===== config.mk =====
export PLATFORM = sky130hd
export DESIGN_NAME = resp_fanout_bridge
export DESIGN_NICKNAME = d
export VERILOG_FILES = /design/src/rtl/resp_bridge_pkg.sv /design/src/rtl/resp_id_fifo.sv /design/src/rtl/resp_fanout_bridge.sv
export SDC_FILE = /design/constraint.sdc
export NUM_CORES = 1
export LEC_CHECK = 0
export CAP_MARGIN = 40
export CORE_UTILIZATION = 53
export DETAILED_ROUTE_END_ITERATION = 16
export GPL_ROUTABILITY_DRIVEN = 0
export PLACE_DENSITY = 0.8
export SLEW_MARGIN = 20
export SYNTH_ARGS = -nofsm -noshare
export SYNTH_HDL_FRONTEND = slang
export SYNTH_HIERARCHICAL = 1
export SYNTH_SLANG_ARGS = --single-unit

===== constraint.sdc =====
create_clock -name clk -period 2.88 [get_ports clk]
set_input_delay 0.576 -clock clk [delete_from_list [all_inputs] [get_ports clk]]
set_output_delay 0.576 -clock clk [all_outputs]
set_load 0.02 [all_outputs]

===== src/rtl/resp_bridge_pkg.sv =====
// Shared types and helpers for the response fan-out bridge: tracker entry layout,
// count-width derivation and the one-hot-or-zero check used by the assertions.
package resp_bridge_pkg;

    localparam int RESP_N_INIT_DEF    = 2;
    localparam int RESP_AUX_WIDTH_DEF = 32;
    localparam int MAX_ID_W           = 32;

    // Tracker entry at the default configuration; the top builds the same layout from its parameters.
    typedef struct packed {
        logic [RESP_N_INIT_DEF-1:0]    id;
        logic [RESP_AUX_WIDTH_DEF-1:0] aux;
    } resp_entry_t;

    // Count spans 0..DEPTH inclusive, so it needs one bit more than the pointers.
    function automatic int cnt_width(input int depth);
        return $clog2(depth) + 1;
    endfunction

    function automatic logic is_onehot0(input logic [MAX_ID_W-1:0] v);
        return (v & (v - MAX_ID_W'(1))) == '0;
    endfunction

endpackage


===== src/rtl/resp_id_fifo.sv =====
// In-order tracker FIFO. Head entry is read combinationally so the caller can
// register it in the same cycle it is popped; callers qualify push/pop themselves.
module resp_id_fifo
    import resp_bridge_pkg::*;
#(
    parameter  int WIDTH = 34,
    parameter  int DEPTH = 4,
    localparam int PTR_W = $clog2(DEPTH),
    localparam int CNT_W = cnt_width(DEPTH)
) (
    input  logic             clk,
    input  logic             rst,
    input  logic             push,
    input  logic             pop,
    input  logic [WIDTH-1:0] wdata,
    output logic [WIDTH-1:0] rdata,
    output logic             full,
    output logic             empty,
    output logic [CNT_W-1:0] count
);

    logic [WIDTH-1:0] mem [DEPTH];
    logic [PTR_W-1:0] wr_ptr_reg;
    logic [PTR_W-1:0] rd_ptr_reg;
    logic [CNT_W-1:0] count_reg;
    logic [CNT_W-1:0] count_next;

    always_ff @(posedge clk) begin
        if (push) begin
            mem[wr_ptr_reg] <= wdata;
        end
    end

    always_comb begin
        count_next = count_reg;
        case ({push, pop})
            2'b10:   count_next = count_reg + CNT_W'(1);
            2'b01:   count_next = count_reg - CNT_W'(1);
            default: count_next = count_reg;
        endcase
    end

    // Power-of-two depth lets the pointers wrap by plain overflow.
    always_ff @(posedge clk) begin
        if (rst) begin
            wr_ptr_reg <= '0;
            rd_ptr_reg <= '0;
            count_reg  <= '0;
        end else begin
            if (push) begin
                wr_ptr_reg <= wr_ptr_reg + PTR_W'(1);
            end
            if (pop) begin
                rd_ptr_reg <= rd_ptr_reg + PTR_W'(1);
            end
            count_reg <= count_next;
        end
    end

    assign rdata = mem[rd_ptr_reg];
    assign full  = (count_reg == CNT_W'(DEPTH));
    assign empty = (count_reg == '0);
    assign count = count_reg;

endmodule


===== src/rtl/resp_fanout_bridge.sv =====
// Routes in-order target responses back to the owning initiator via a registered
// output stage. Define RESP_FANOUT_ERR_EN to compile in sticky overflow/orphan flags.
module resp_fanout_bridge
    import resp_bridge_pkg::*;
#(
    parameter  int N_INIT     = 2,
    parameter  int DATA_WIDTH = 32,
    parameter  int AUX_WIDTH  = 32,
    parameter  int DEPTH      = 4,
    localparam int CNT_W      = cnt_width(DEPTH)
) (
    input  logic                  clk,
    input  logic                  rst,
    input  logic                  req_fire_i,
    input  logic [N_INIT-1:0]     req_ID_i,
    input  logic [AUX_WIDTH-1:0]  req_aux_i,
    input  logic                  r_valid_i,
    input  logic [DATA_WIDTH-1:0] r_rdata_i,
    output logic [N_INIT-1:0]     r_valid_o,
    output logic [DATA_WIDTH-1:0] r_rdata_o,
    output logic [N_INIT-1:0]     r_ID_o,
    output logic [AUX_WIDTH-1:0]  r_aux_o,
    output logic                  stall_o,
    output logic [CNT_W-1:0]      outstanding_o,
    output logic                  err_overflow_o,
    output logic                  err_orphan_o
);

    typedef struct packed {
        logic [N_INIT-1:0]    id;
        logic [AUX_WIDTH-1:0] aux;
    } entry_t;

    localparam int ENTRY_W = $bits(entry_t);

    entry_t                push_entry;
    logic [ENTRY_W-1:0]    head_bits;
    entry_t                head_entry;
    logic                  fifo_full;
    logic                  fifo_empty;
    logic [CNT_W-1:0]      fifo_count;
    logic                  pop_en;
    logic                  push_en;

    logic [N_INIT-1:0]     r_valid_reg;
    logic [N_INIT-1:0]     r_valid_next;
    logic [DATA_WIDTH-1:0] r_rdata_reg;
    logic [N_INIT-1:0]     r_id_reg;
    logic [AUX_WIDTH-1:0]  r_aux_reg;

    // A pop at full frees the head slot in the same cycle, so the push may reuse it.
    assign pop_en  = r_valid_i && !fifo_empty;
    assign push_en = req_fire_i && (!fifo_full || pop_en);

    assign push_entry.id  = req_ID_i;
    assign push_entry.aux = req_aux_i;
    assign head_entry     = entry_t'(head_bits);

    resp_id_fifo #(
        .WIDTH (ENTRY_W),
        .DEPTH (DEPTH)
    ) u_tracker (
        .clk   (clk),
        .rst   (rst),
        .push  (push_en),
        .pop   (pop_en),
        .wdata (ENTRY_W'(push_entry)),
        .rdata (head_bits),
        .full  (fifo_full),
        .empty (fifo_empty),
        .count (fifo_count)
    );

    genvar gi;
    generate
        for (gi = 0; gi < N_INIT; gi++) begin : g_valid
            assign r_valid_next[gi] = pop_en && head_entry.id[gi];
        end
    endgenerate

    always_ff @(posedge clk) begin
        if (rst) begin
            r_valid_reg <= '0;
            r_rdata_reg <= '0;
            r_id_reg    <= '0;
            r_aux_reg   <= '0;
        end else begin
            r_valid_reg <= r_valid_next;
            if (pop_en) begin
                r_rdata_reg <= r_rdata_i;
                r_id_reg    <= head_entry.id;
                r_aux_reg   <= head_entry.aux;
            end
        end
    end

`ifdef RESP_FANOUT_ERR_EN
    logic err_overflow_reg;
    logic err_orphan_reg;

    always_ff @(posedge clk) begin
        if (rst) begin
            err_overflow_reg <= 1'b0;
            err_orphan_reg   <= 1'b0;
        end else begin
            if (req_fire_i && fifo_full && !pop_en) begin
                err_overflow_reg <= 1'b1;
            end
            if (r_valid_i && fifo_empty) begin
                err_orphan_reg <= 1'b1;
            end
        end
    end

    assign err_overflow_o = err_overflow_reg;
    assign err_orphan_o   = err_orphan_reg;
`else
    assign err_overflow_o = 1'b0;
    assign err_orphan_o   = 1'b0;
`endif

    assign r_valid_o     = r_valid_reg;
    assign r_rdata_o     = r_rdata_reg;
    assign r_ID_o        = r_id_reg;
    assign r_aux_o       = r_aux_reg;
    assign stall_o       = fifo_full;
    assign outstanding_o = fifo_count;

`ifndef SYNTHESIS
    a_valid_onehot0 : assert property (@(posedge clk) disable iff (rst)
        is_onehot0(MAX_ID_W'(r_valid_o)));
`endif

endmodule


# --- Yosys cells after proc, flatten, opt, wreduce, memory -nomap -nowiden ---
# Memories as Yosys holds them, arrays and structs flattened. A register that Yosys moved wholly into a read port is not among the register bits.
# Index checks and enable logic that the tools add are counted.
word_totals:
  reg_bits: 75
  mem_bits_rw: 136
  in_bits: 70
  output_inout_bits: 74
  word_cells: 29
  memories: 1
classes:
  addsub: 4
  eq_ne: 3
  muxes: 5
  n_reduce_logical: 9
memory_table:
  columns: ["memory", "depth", "word_bits", "rd", "rd_ports_with_merged_regs", "write_ports", "line_no", "source"]
  rows:
  - ["u_tracker.mem", 4, 34, 1, 1, 1, "resp_id_fifo.sv:22", "logic [WIDTH-1:0] mem [DEPTH];"]
op_table:
  columns: ["op", "n"]
  rows:
  - ["case mux 3 bit (2 select lines)", 1]
  - ["adder 2 x 1 -> 2 bit, second input constant", 2]
  - ["logical AND 1 bit", 4]
  - ["2-to-1 mux 2 bit", 2]
  - ["adder 3 x 1 -> 3 bit, second input constant", 1]
  - ["== test 3 bit, second input constant", 1]
  - ["logical NOT 3 bit", 1]
  - ["subtractor 3 x 1 -> 3 bit, second input constant", 1]
  - ["== test 2 x 1 -> 1 bit, second input constant", 1]
  - ["== test 2 bit, second input constant", 1]
  - ["logical NOT 1 bit", 2]
  - ["2-to-1 mux 1 bit", 2]
  - ["nonzero test 2 bit", 1]
  - ["logical OR 1 bit", 1]

# --- Logic depth before layout (Yosys ltp) ---
# Gate-level depths: netlist of run 1.
depth:
  ltp_word: 7
  depth_mapped: 11
  depth_no_buf: 10

# --- Cells and area by module ---
# Netlist of run 1, hierarchy kept.
modules_own_cells:
  columns: ["module", "instances", "cells_each", "area_each_um2", "seq_area_each_um2"]
  rows:
  - ["resp_id_fifo", 1, 225, 5388.9, 4264.1]
  - ["resp_fanout_bridge", 1, 309, 3114.2, 1361.3]

# --- Least setup slack after synthesis of run 1 ---
# OpenSTA, ideal clock, no wires.
synth_path:
  path_kind: "register to register"
  startpoint: "register u_tracker.count_reg[0] (netlist: u_tracker/count[0])"
  endpoint: "memory u_tracker.mem[0][0] (enable)"
  setup_time_ps: 394
  arrival_time_ps: 2277
  t_required_ps: 2486
  path_slack_ps: 209
  path_stages_with_launch: 5
  path_buffers: 0
  synth_period_minus_slack_ps: 2671
  cell_sequence: "dfxtp_1 > inv_1 > and3_1 > a21boi_0 > and2_1"
synth_between:
  elab_cells_between_ends: 9
  classes_between: "eq/ne (1); mux (2); reduce/logical (6)"
synth_rtl:
  columns: ["item", "line_no", "source"]
  rows:
  - ["from (decl)", "resp_id_fifo.sv:25", "logic [CNT_W-1:0] count_reg;"]
  - ["from (signal assigned)", "resp_id_fifo.sv:56", "count_reg <= count_next;"]
  - ["== test 3 bit", "resp_id_fifo.sv:61", "assign full = (count_reg == CNT_W'(DEPTH));"]
  - ["net stall_o", "resp_fanout_bridge.sv:23", "output logic stall_o,"]
  - ["logical NOT 1 bit", "resp_fanout_bridge.sv:53", "assign push_en = req_fire_i && (!fifo_full || pop_en);"]
  - ["logical OR 1 bit", "resp_fanout_bridge.sv:53", null]
  - ["logical AND 1 bit", "resp_fanout_bridge.sv:53", null]
  - ["net push_en", "resp_fanout_bridge.sv:43", "logic push_en;"]
  - ["2-to-1 mux 1 bit", "resp_id_fifo.sv:29", "if (push) begin"]
  - ["2-to-1 mux 1 bit (implied by the code)", "resp_id_fifo.sv:30", "mem[wr_ptr_reg] <= wdata;"]
  - ["to (decl)", "resp_id_fifo.sv:22", null]
# The timed path passes the listed nets, and every way through them passes these cells.

# --- Worst setup path after layout of run 1 ---
layout_path:
  startpoint: "register u_tracker.count_reg[0] (netlist: u_tracker/count[0])"
  endpoint: "output port stall_o"
layout_between:
  elab_chain_len: 1
layout_lines:
  columns: ["item", "line_no"]
  rows:
  - ["== test 3 bit", "resp_id_fifo.sv:61"]
  - ["to (decl)", "resp_fanout_bridge.sv:23"]
# Every way passes these cells.

==> impl_metrics.py, run 1 <==
metrics = {
    "sta": {
        "setup_viol": 0,
        "rsz0062_at_grt": "false",
        "worst_slew_pin_slew_ns": 0.797,
        "fmax_mhz": 427,
        "tns_ns": 0,
        "slew_headroom_pct": 46.8,
        "min_period_over_period_pct": 81.2,
        "clock_skew_ns": 0.00875,
        "hold_viol_final": 0,
        "slew_violations": 0,
        "min_period_ns": 2.34,
    },
    "floorplanning": {
        "dieArea_um2": 16600,
        "num_rows": 45,
        "start_util_pct": 55.1,
        "core_um2": 15400,
        "num_io_pins": 144,
        "die_y_um": 129,
        "die_w_um": 129,
    },
    "min_path": {
        "holdCritPathClass": "flop to flop",
    },
    "clock_network": {
        "cts_tree": "built",
        "cts_resized": 0,
        "cts_root_buf": "clkbuf_16",
        "cts_made_buffers": 22,
        "hold_buffers": 0,
        "cts_max_path_buffers": 3,
        "htreeDepth": 1,
        "clkLatencyLatePin_ns": 0.49,
        "clk_pin_slew_ns": 0.06,
        "cts.sinks": 213,
        "post_cts_buffers": 0,
    },
    "finish": {
        "final_cell_mix": "139 x clkdlybuf4s50_1, 136 x edfxtp_1, 75 x dfxtp_1",
        "final-instance-count-excl-fill": 897,
        "final_common_cell": "clkdlybuf4s50_1",
        "area_growth_pct": 26.8,
        "antenna_cells": 0,
        "regMostFlops": "u_tracker/mem",
        "largest_reg_flops": 136,
        "fin_nets": 746,
        "final_layout_size_suffix_gt1_share_pct": 14.4,
    },
    "worst_setup_path": {
        "reg2reg_from": "u_tracker/count[1]",
        "crit_start": "u_tracker/count[0]",
        "reg2reg_to": "u_tracker/count[2]",
        "r2r_setup_slack_ns": 0.67,
        "crit_path_end_kind": "output pin",
        "arrival_ns": 1.76,
        "worstRegToRegCells": 10,
        "crit_type": "flop to output pin",
        "crit_required_ns": 2.30,
        "startpoint_type": "flop",
        "endpoint": "stall_o",
        "cp_max_fo": 4,
    },
    "power_and_ir_drop": {
        "ir_drop_mv": 0.532,
        "leakagePower_nw": 3.57,
        "power.density_nw_per_um2": 899,
    },
    "detailed_routing": {
        "route.detailed.drc": 0,
        "dr.first_iter.drc_count": 375,
        "wire_per_inst_um": 19.2,
        "postRouteAntennaNets": 0,
        "viasPerCell": 5.49,
        "first_pass_iters": 4,
        "vias": 4927,
        "wirelength_mm": 17.3,
    },
    "synthesis": {
        "synth_mux_area_share_pct": 9.30,
        "ys_warn_count": 6,
        "synth_top_family_by_area": "simple AND/OR/NAND/NOR gates",
        "postSynthCellCount": 534,
        "synth-seq-cells": 213,
        "seq_area_frac_synth_pct": 66.2,
        "synthSimpleGateAreaFrac_pct": 14.6,
        "avgSynthCellArea_um2": 15.9,
        "synth-compound-area-share_pct": 4.55,
        "ys_types": 31,
        "synth_area_um2": 8500,
        "synth-xor-area-share_pct": 0.515,
        "synthAdderAreaFrac_pct": 0.971,
    },
    "run_status": {
        "status": "finished, final reports clean",
    },
    "global_route": {
        "grt_use_total_pct": 21.3,
        "grt_pass1_wl_mm": 27.1,
        "overflow": 0,
        "grt_max_degree": 75,
        "grt_antenna_before_repair": 0,
        "grt_pass1_vias": 5182,
    },
    "flow_run": {
        "maxCapViolCount": 0,
    },
    "placement": {
        "dp.cells": 857,
        "io_buffers": 141,
        "dp.final_hpwl_mm": 10.1,
    },
}
-- worst min path at each step --
stage / slack (ns) / endpoint / start / cells after the start
4_1_cts: 0.46 / r_rdata_o[5] / r_rdata_o[5] / 2
6_report: 0.46 / r_aux_o[27] / r_aux_o[27] / 2
5_1_grt: 0.48 / r_rdata_o[4] / r_rdata_o[4] / 2
3_3_place_gp: 0.45 / r_aux_o[30] / r_aux_o[30] / 2
3_5_place_dp: 0.45 / r_rdata_o[5] / r_rdata_o[5] / 2
2_1_floorplan: 0.48 / flop / u_tracker/rd_ptr_reg[1] / 2
-- cells in the mapped netlist (all sizes together) --
cell type / n / area [µm²]
conb: 1 / 3.75
nand2b: 67 / 419
and2: 4 / 25.0
dfxtp: 77 / 1540
nand4bb: 66 / 743
mux4: 34 / 781
inv: 9 / 33.8
o21ai: 67 / 369
nand2: 1 / 3.75
edfxtp: 136 / 4080
clkbuf: 18 / 71.3
nor3: 1 / 5.00
nor2: 8 / 30.0
a21oi: 2 / 10.0
mux2i: 1 / 10.0
ha: 5 / 62.6
xnor2: 2 / 17.5
fa: 1 / 20.0
xor2: 3 / 26.3
a21boi: 1 / 7.51
and3: 1 / 6.26
buf: 28 / 226
or3: 1 / 6.26
-- critical path, stage by stage (launching register included) --
cell,delay [ns]
dfxtp_1,0.35
inv_1,0.12
and3_1,0.19
clkdlybuf4s50_1,0.61
-- where the power goes --
part / internal, mW / switching [mW] / leakage (nW)
Sequential: 3.74 / 0.276 / 1.88
Clock: 1.70 / 1.11 / 0.357
Combinational: 1.46 / 1.41 / 1.33
-- metal layers --
layer | vias to the layer above | wire length, µm | track usage, %
met5 | - | 0 | 0
met4 | 0 | 200 | 5.26
met3 | 19 | 1070 | 3.45
met2 | 170 | 8730 | 38.3
met1 | 2432 | 7260 | 27.1
li1 | 2306 | - | -
-- stage by stage --
step	hold slack, ns	instance area (µm²)	util [%]	total power, mW	worst slack, ns
after CTS	0.465	10800	69.9	9.79	0.535
after global placement	0.452	10000	65.0	6.85	0.464
after global routing	0.484	10800	69.9	10.1	0.463
final	0.463	10800	69.9	9.69	0.541
after floorplan	0.485	8510	-	6.01	0.209
after detailed placement	0.453	10100	65.2	6.96	0.388
-- final cells by class --
cell class,instances,area [µm²]
flip-flops and latches,213,5630
clock inverters,10,105
repair buffers,157,1570
clock buffers,30,622
inverters,9,33.8
well taps,211,264
fillers,1037,4650
multi-input cells,267,2560
-- cell families after synthesis --
kind of cell | Yosys count
mux | 35
flops | 213
compound gates | 70
other cells | 1
simple gates | 149
buf+inv | 55
xor+xnor | 5
fa+ha+maj | 6
No activity file was read; power rests on OpenSTA's default activity.
==> run 2: changes to the inputs <==
--- a/config.mk
+++ b/config.mk
@@ -6,10 +6,10 @@
 export NUM_CORES = 1
 export LEC_CHECK = 0
 export CAP_MARGIN = 40
-export CORE_UTILIZATION = 53
+export CORE_UTILIZATION = 48
 export DETAILED_ROUTE_END_ITERATION = 16
 export GPL_ROUTABILITY_DRIVEN = 0
-export PLACE_DENSITY = 0.8
+export PLACE_DENSITY = 0.76
 export SLEW_MARGIN = 20
 export SYNTH_ARGS = -nofsm -noshare
 export SYNTH_HDL_FRONTEND = slang
==> constraint.sdc (replaced) <==
create_clock -name clk -period 1.9 [get_ports clk]
set_input_delay 0.38 -clock clk [delete_from_list [all_inputs] [get_ports clk]]
set_output_delay 0.38 -clock clk [all_outputs]
set_load 0.02 [all_outputs]
==> run 2 against run 1 <==
Compared with the run above:
- the run now ends with setup timing left
- sequential share of layout area shrank 0.85 points
- worst setup slack lost 0.64 ns
- global-route usage shrank 2.1 points
- total power grew 53%
==> impl_metrics.py, run 2 (synthesized netlist as in run 1, its figures left out) <==
metrics = {
    "clock_network": {
        "htreeDepth": 1,
        "cts_max_path_buffers": 3,
        "clk_pin_slew_ns": 0.06,
        "cts_root_buf": "clkbuf_16",
        "cts_tree": "built",
        "hold_buffers": 0,
        "cts.sinks": 213,
        "clkLatencyLatePin_ns": 0.51,
        "cts_made_buffers": 23,
    },
    "power_and_ir_drop": {
        "power_switching_mw": 4.32,
        "power.total_mw": 14.8,
        "leakagePower_nw": 3.64,
        "p_sw_share_pct": 29.1,
        "power.density_nw_per_um2": 1350,
        "ir_drop_mv": 1.12,
        "p_int_mw": 10.5,
        "p_seq_share_pct": 40.8,
        "comb_power_share_pct": 31.5,
        "clockPowerShare_pct": 27.7,
    },
    "sta": {
        "min_period_over_period_pct": 105,
        "min_period_ns": 2.00,
        "clock_skew_ns": 0.0198,
        "worst_slew_pin_slew_ns": 0.785,
        "slew_violations": 0,
        "rsz0062_at_grt": "true",
        "setup_viol": 1,
        "hold_viol_final": 0,
        "slew_headroom_pct": 47.7,
        "setup_slack_ns": -0.0989,
        "fmax_mhz": 500,
    },
    "detailed_routing": {
        "dr.first_iter.drc_count": 244,
        "route.detailed.drc": 0,
        "viasPerCell": 5.35,
        "wirelength_mm": 17.3,
        "vias": 4938,
        "postRouteAntennaNets": 0,
        "first_pass_iters": 4,
        "wire_per_inst_um": 18.7,
    },
    "finish": {
        "area_growth_pct": 29.2,
        "nFillCells": 1235,
        "antenna_cells": 0,
        "post-route-cell-area_um2": 11000,
        "fin_nets": 757,
        "final_common_cell": "clkdlybuf4s50_1",
        "regMostFlops": "u_tracker/mem",
        "final_cell_mix": "137 x clkdlybuf4s50_1, 136 x edfxtp_1, 72 x dfxtp_1",
        "final_layout_size_suffix_gt1_share_pct": 17.0,
        "largest_reg_flops": 136,
    },
    "run_status": {
        "status": "finished with violations",
        "violations": "setup timing",
    },
    "floorplanning": {
        "core_um2": 17300,
        "num_io_pins": 144,
        "die_w_um": 135,
        "start_util_pct": 49.2,
        "die_y_um": 135,
        "dieArea_um2": 18300,
        "num_rows": 48,
    },
    "worst_setup_path": {
        "crit_required_ns": 2.32,
        "crit_path_end_kind": "flop",
        "arrival_ns": 2.42,
        "crit_type": "flop to flop",
        "startpoint_type": "flop",
        "cp_max_fo": 4,
    },
    "global_route": {
        "grt_pass1_wl_mm": 27.2,
        "grt_antenna_before_repair": 0,
        "grt_use_total_pct": 19.2,
        "overflow": 0,
        "grt_pass1_vias": 5148,
        "grt_max_degree": 141,
    },
    "flow_run": {
        "maxCapViolCount": 0,
    },
    "placement": {
        "dp.final_hpwl_mm": 10.6,
        "placed_cell_area_um2": 10300,
        "io_buffers": 141,
    },
    "min_path": {
        "holdCritPathClass": "input port to flop",
    },
}
==> run 2: changes by cell type in the layout (fill, tap and decap cells not counted), sizes merged <==
| cell | delta |
|---|---|
| buf | +10 |
| clkdlybuf4s50 | -2 |
| clkdlybuf4s15 | +1 |
| bufinv | -2 |
| clkbuf | +4 |
| clkinv | -2 |
| inv | +1 |
| dlymetal6s2s | +1 |
| clkinvlp | +1 |
==> run 2: per-layer routing <==
| metal | vias up | GRT usage, % | routed length, µm |
|---|---|---|---|
| met2 | 143 | 34.1 | 8700 |
| li1 | 2331 | - | - |
| met5 | - | 0 | 0 |
| met3 | 29 | 3.38 | 872 |
| met4 | 0 | 4.62 | 322 |
| met1 | 2435 | 24.3 | 7370 |
==> run 2: path summary, 6_finish.rpt <==
path | endpoint | slack, ns | depth (start not counted) | start
setup / recovery | u_tracker/count[2] | -0.1 | 10 | u_tracker/count[1]
hold / removal | u_tracker/wr_ptr_reg[1] | 0.41 | 3 | rst
hold reg to reg | r_rdata_o[30] | 0.46 | 2 | r_rdata_o[30]
setup reg to reg | u_tracker/count[2] | -0.1 | 10 | u_tracker/count[1]
==> run 2: power groups by stage <==
stage                     Sequential (mW)  Clock, mW  Combinational, mW
after global routing                 6.14       4.39               4.99
after global placement               6.11          0               4.59
final                                6.06       4.11               4.67
after floorplan                      6.54          0               2.69
after CTS                            6.06       4.21               4.72
after detailed placement             6.15          0               4.69
==> run 2: critical path: stages, from the launching register on <==
cell	delay [ns]
dfxtp_4	0.36
nor3_4	0.20
nand2b_4	0.16
a21boi_2	0.06
inv_2	0.06
ha_4	0.13
inv_2	0.04
fa_2	0.33
xor2_1	0.15
or3_1	0.32
a21oi_2	0.12
==> run 2: area by class of cell <==
cell class	instances	area, µm²	share of cell area, %
Inverter	9	36.3	0.330
Clock buffer	34	658	5.99
Multi-Input combinational cell	267	2600	23.7
Clock inverter	8	46.3	0.422
Tap cell	225	282	2.56
Timing Repair Buffer	167	1720	15.6
Sequential cell	213	5640	51.3
==> run 2: per-stage QoR <==
step	hold slack (ns)	std cells	utilization (%)	TNS (ns)	setup WS (ns)
5_1_grt	0.448	923	63.5	-0.212	-0.174
3_5_place_dp	0.455	881	59.4	-2.08	-0.252
6_report	0.412	923	63.5	-0.0989	-0.0989
2_1_floorplan	0.479	535	-	-0.150	-0.129
3_3_place_gp	0.451	881	59.4	-0.776	-0.195
4_1_cts	0.419	923	63.5	-0.107	-0.107
==> run 2: what timing repair did <==
action	4_1_cts	5_1_grt
endpoints found under the setup margin	10	4
setup buffers	0	0
resized for setup	3	3
==> run 3: changes to the inputs <==
--- a/config.mk
+++ b/config.mk
@@ -6,6 +6,7 @@
 export NUM_CORES = 1
 export LEC_CHECK = 0
 export CAP_MARGIN = 40
+export CORE_MARGIN = 5
 export CORE_UTILIZATION = 48
 export DETAILED_ROUTE_END_ITERATION = 16
 export GPL_ROUTABILITY_DRIVEN = 0
==> run 3 against run 2 <==
Compared with the run above:
- the run still ends with setup timing left
- wire length grew 2.7%
- maximum frequency is 0.16% higher
- clock skew is 0.012 ns lower
- final cell count rose by 0.33%
- clock power shrank 3%
- final area grew 0.44%
- combinational power up 2%
- critical path depth did not move
- die area rose by 12%
- core utilization grew 0.061 points
- sequential power shrank 0.7%
- largest cell class unchanged
- highest routed layer unchanged
==> impl_metrics.py, run 3 (synthesized netlist as in run 1, its figures left out) <==
metrics = {
    "run_status": {
        "status": "finished with violations",
        "violations": "setup timing",
    },
    "floorplanning": {
        "num_io_pins": 144,
        "dieArea_um2": 20500,
        "core_um2": 17400,
        "num_rows": 48,
        "die_y_um": 143,
        "die_w_um": 143,
        "start_util_pct": 49.0,
    },
    "sta": {
        "slew_violations": 0,
        "hold_viol_final": 0,
        "rsz0062_at_grt": "true",
        "fmax_mhz": 501,
        "slew_headroom_pct": 48.8,
        "setup_viol": 1,
        "min_period_ns": 2.00,
        "worst_slew_pin_slew_ns": 0.767,
        "setup_slack_ns": -0.0958,
        "min_period_over_period_pct": 105,
        "clock_skew_ns": 0.00751,
    },
    "worst_setup_path": {
        "cp_max_fo": 3,
        "max_stage_delay_ns": 0.35,
        "crit_path_end_kind": "flop",
        "reg2reg_from": "u_tracker/count[1]",
        "crit_path_top_delay_cell": "dfxtp_4",
        "startpoint_type": "flop",
        "arrival_ns": 2.42,
        "worstPathCellList": "nor3_4, nand2b_4, a21boi_4, inv_2, ha_4, inv_2, fa_2, xor2_1, or3_1, a21oi_2",
        "crit_required_ns": 2.32,
        "path_common_cell": "inv_2",
        "crit_start": "u_tracker/count[1]",
        "crit_type": "flop to flop",
    },
    "detailed_routing": {
        "first_pass_iters": 4,
        "route.detailed.drc": 0,
        "dr.first_iter.drc_count": 209,
        "viasPerCell": 5.40,
        "wire_per_inst_um": 19.2,
        "wirelength_mm": 17.7,
        "vias": 5003,
        "postRouteAntennaNets": 0,
    },
    "clock_network": {
        "clkLatencyLatePin_ns": 0.49,
        "cts_root_buf": "clkbuf_16",
        "cts_tree": "built",
        "hold_buffers": 0,
        "clk_pin_slew_ns": 0.06,
        "cts.sinks": 213,
        "cts_made_buffers": 22,
        "htreeDepth": 1,
        "cts_max_path_buffers": 3,
    },
    "global_route": {
        "grt_max_degree": 70,
        "grt_use_total_pct": 17.3,
        "grt_pass1_vias": 5275,
        "grt_pass1_wl_mm": 28.0,
        "grt_antenna_before_repair": 0,
        "overflow": 0,
    },
    "finish": {
        "final_common_cell": "edfxtp_1",
        "final_cell_mix": "136 x edfxtp_1, 133 x clkdlybuf4s50_1, 72 x dfxtp_1",
        "utilization_pct": 63.6,
        "regMostFlops": "u_tracker/mem",
        "area_growth_pct": 29.7,
        "largest_reg_flops": 136,
        "fin_nets": 761,
        "antenna_cells": 0,
        "final_layout_size_suffix_gt1_share_pct": 17.5,
    },
    "power_and_ir_drop": {
        "power.total_mw": 14.8,
        "power.density_nw_per_um2": 1340,
        "ir_drop_mv": 0.969,
        "leakagePower_nw": 3.72,
    },
    "min_path": {
        "hp-start": "rst",
        "holdCritPathClass": "input port to flop",
    },
    "flow_run": {
        "maxCapViolCount": 0,
    },
    "placement": {
        "dp.final_hpwl_mm": 11.3,
        "io_buffers": 141,
    },
}
## run 3: cell types whose count changed in the layout (fill, tap and decap cells not counted), moves of 2 or more
cell,previous run,this run
buf_12,9,11
clkdlybuf4s50_1,137,133
buf_4,17,20
dlymetal6s2s_1,1,4
clkbuf_1,8,10
clkbuf_8,2,0
## run 3: final cells by class
class / count / area [µm²]
clock buffers: 33 / 613
clock inverters: 7 / 65.1
fillers: 1237 / 6320
inverters: 9 / 36.3
multi-input cells: 267 / 2620
flip-flops and latches: 213 / 5640
well taps: 225 / 282
repair buffers: 172 / 1780
## run 3: layer usage
metal / routed length [µm] / track usage, %
met5: 0 / 0
met2: 8770 / 30.1
met3: 1020 / 3.05
met1: 7500 / 22.4
met4: 444 / 4.90
## run 3: timing repair
action,CTS,global route
gates resized for setup,5,8
pin swaps,0,1
buffers inserted,2,1
setup endpoints to repair,14,7
## run 3: where the power goes
part           internal, mW  switching, mW  total (mW)
Clock                  2.37           1.63        4.00
Combinational          2.42           2.34        4.76
Sequential             5.69          0.325        6.02
Total                  10.5           4.29        14.8
## run 3: worst paths after layout
path	to	slack [ns]	cells past startpoint
worst max register to register	u_tracker/count[2]	-0.1	10
worst min-delay path	u_tracker/count[2]	0.23	2
worst max-delay path	u_tracker/count[2]	-0.1	10
worst min register to register	r_aux_o[30]	0.46	2
## run 3: per-stage QoR
stage	instances	area (µm²)	hold slack (ns)	setup WS [ns]	TNS, ns
finish	926	11000	0.232	-0.0958	-0.0958
floorplan	535	8580	0.479	-0.129	-0.150
global placement	883	10300	0.451	-0.195	-1.31
detailed placement	883	10300	0.454	-0.267	-1.33
global route	926	11000	0.245	-0.218	-0.274
CTS	925	11000	0.225	-0.0875	-0.0875
## run 3: critical path, delay by kind of cell, from the launching register on
| family | cells | cell delay [ns] |
|---|---|---|
| XOR/XNOR | 1 | 0.16 |
| adder cells (fa/ha/maj) | 2 | 0.46 |
| buffers and inverters | 2 | 0.10 |
| AO/OA/AOI/OAI | 2 | 0.17 |
| flip-flops | 1 | 0.35 |
| AND/OR/NAND/NOR | 3 | 0.68 |
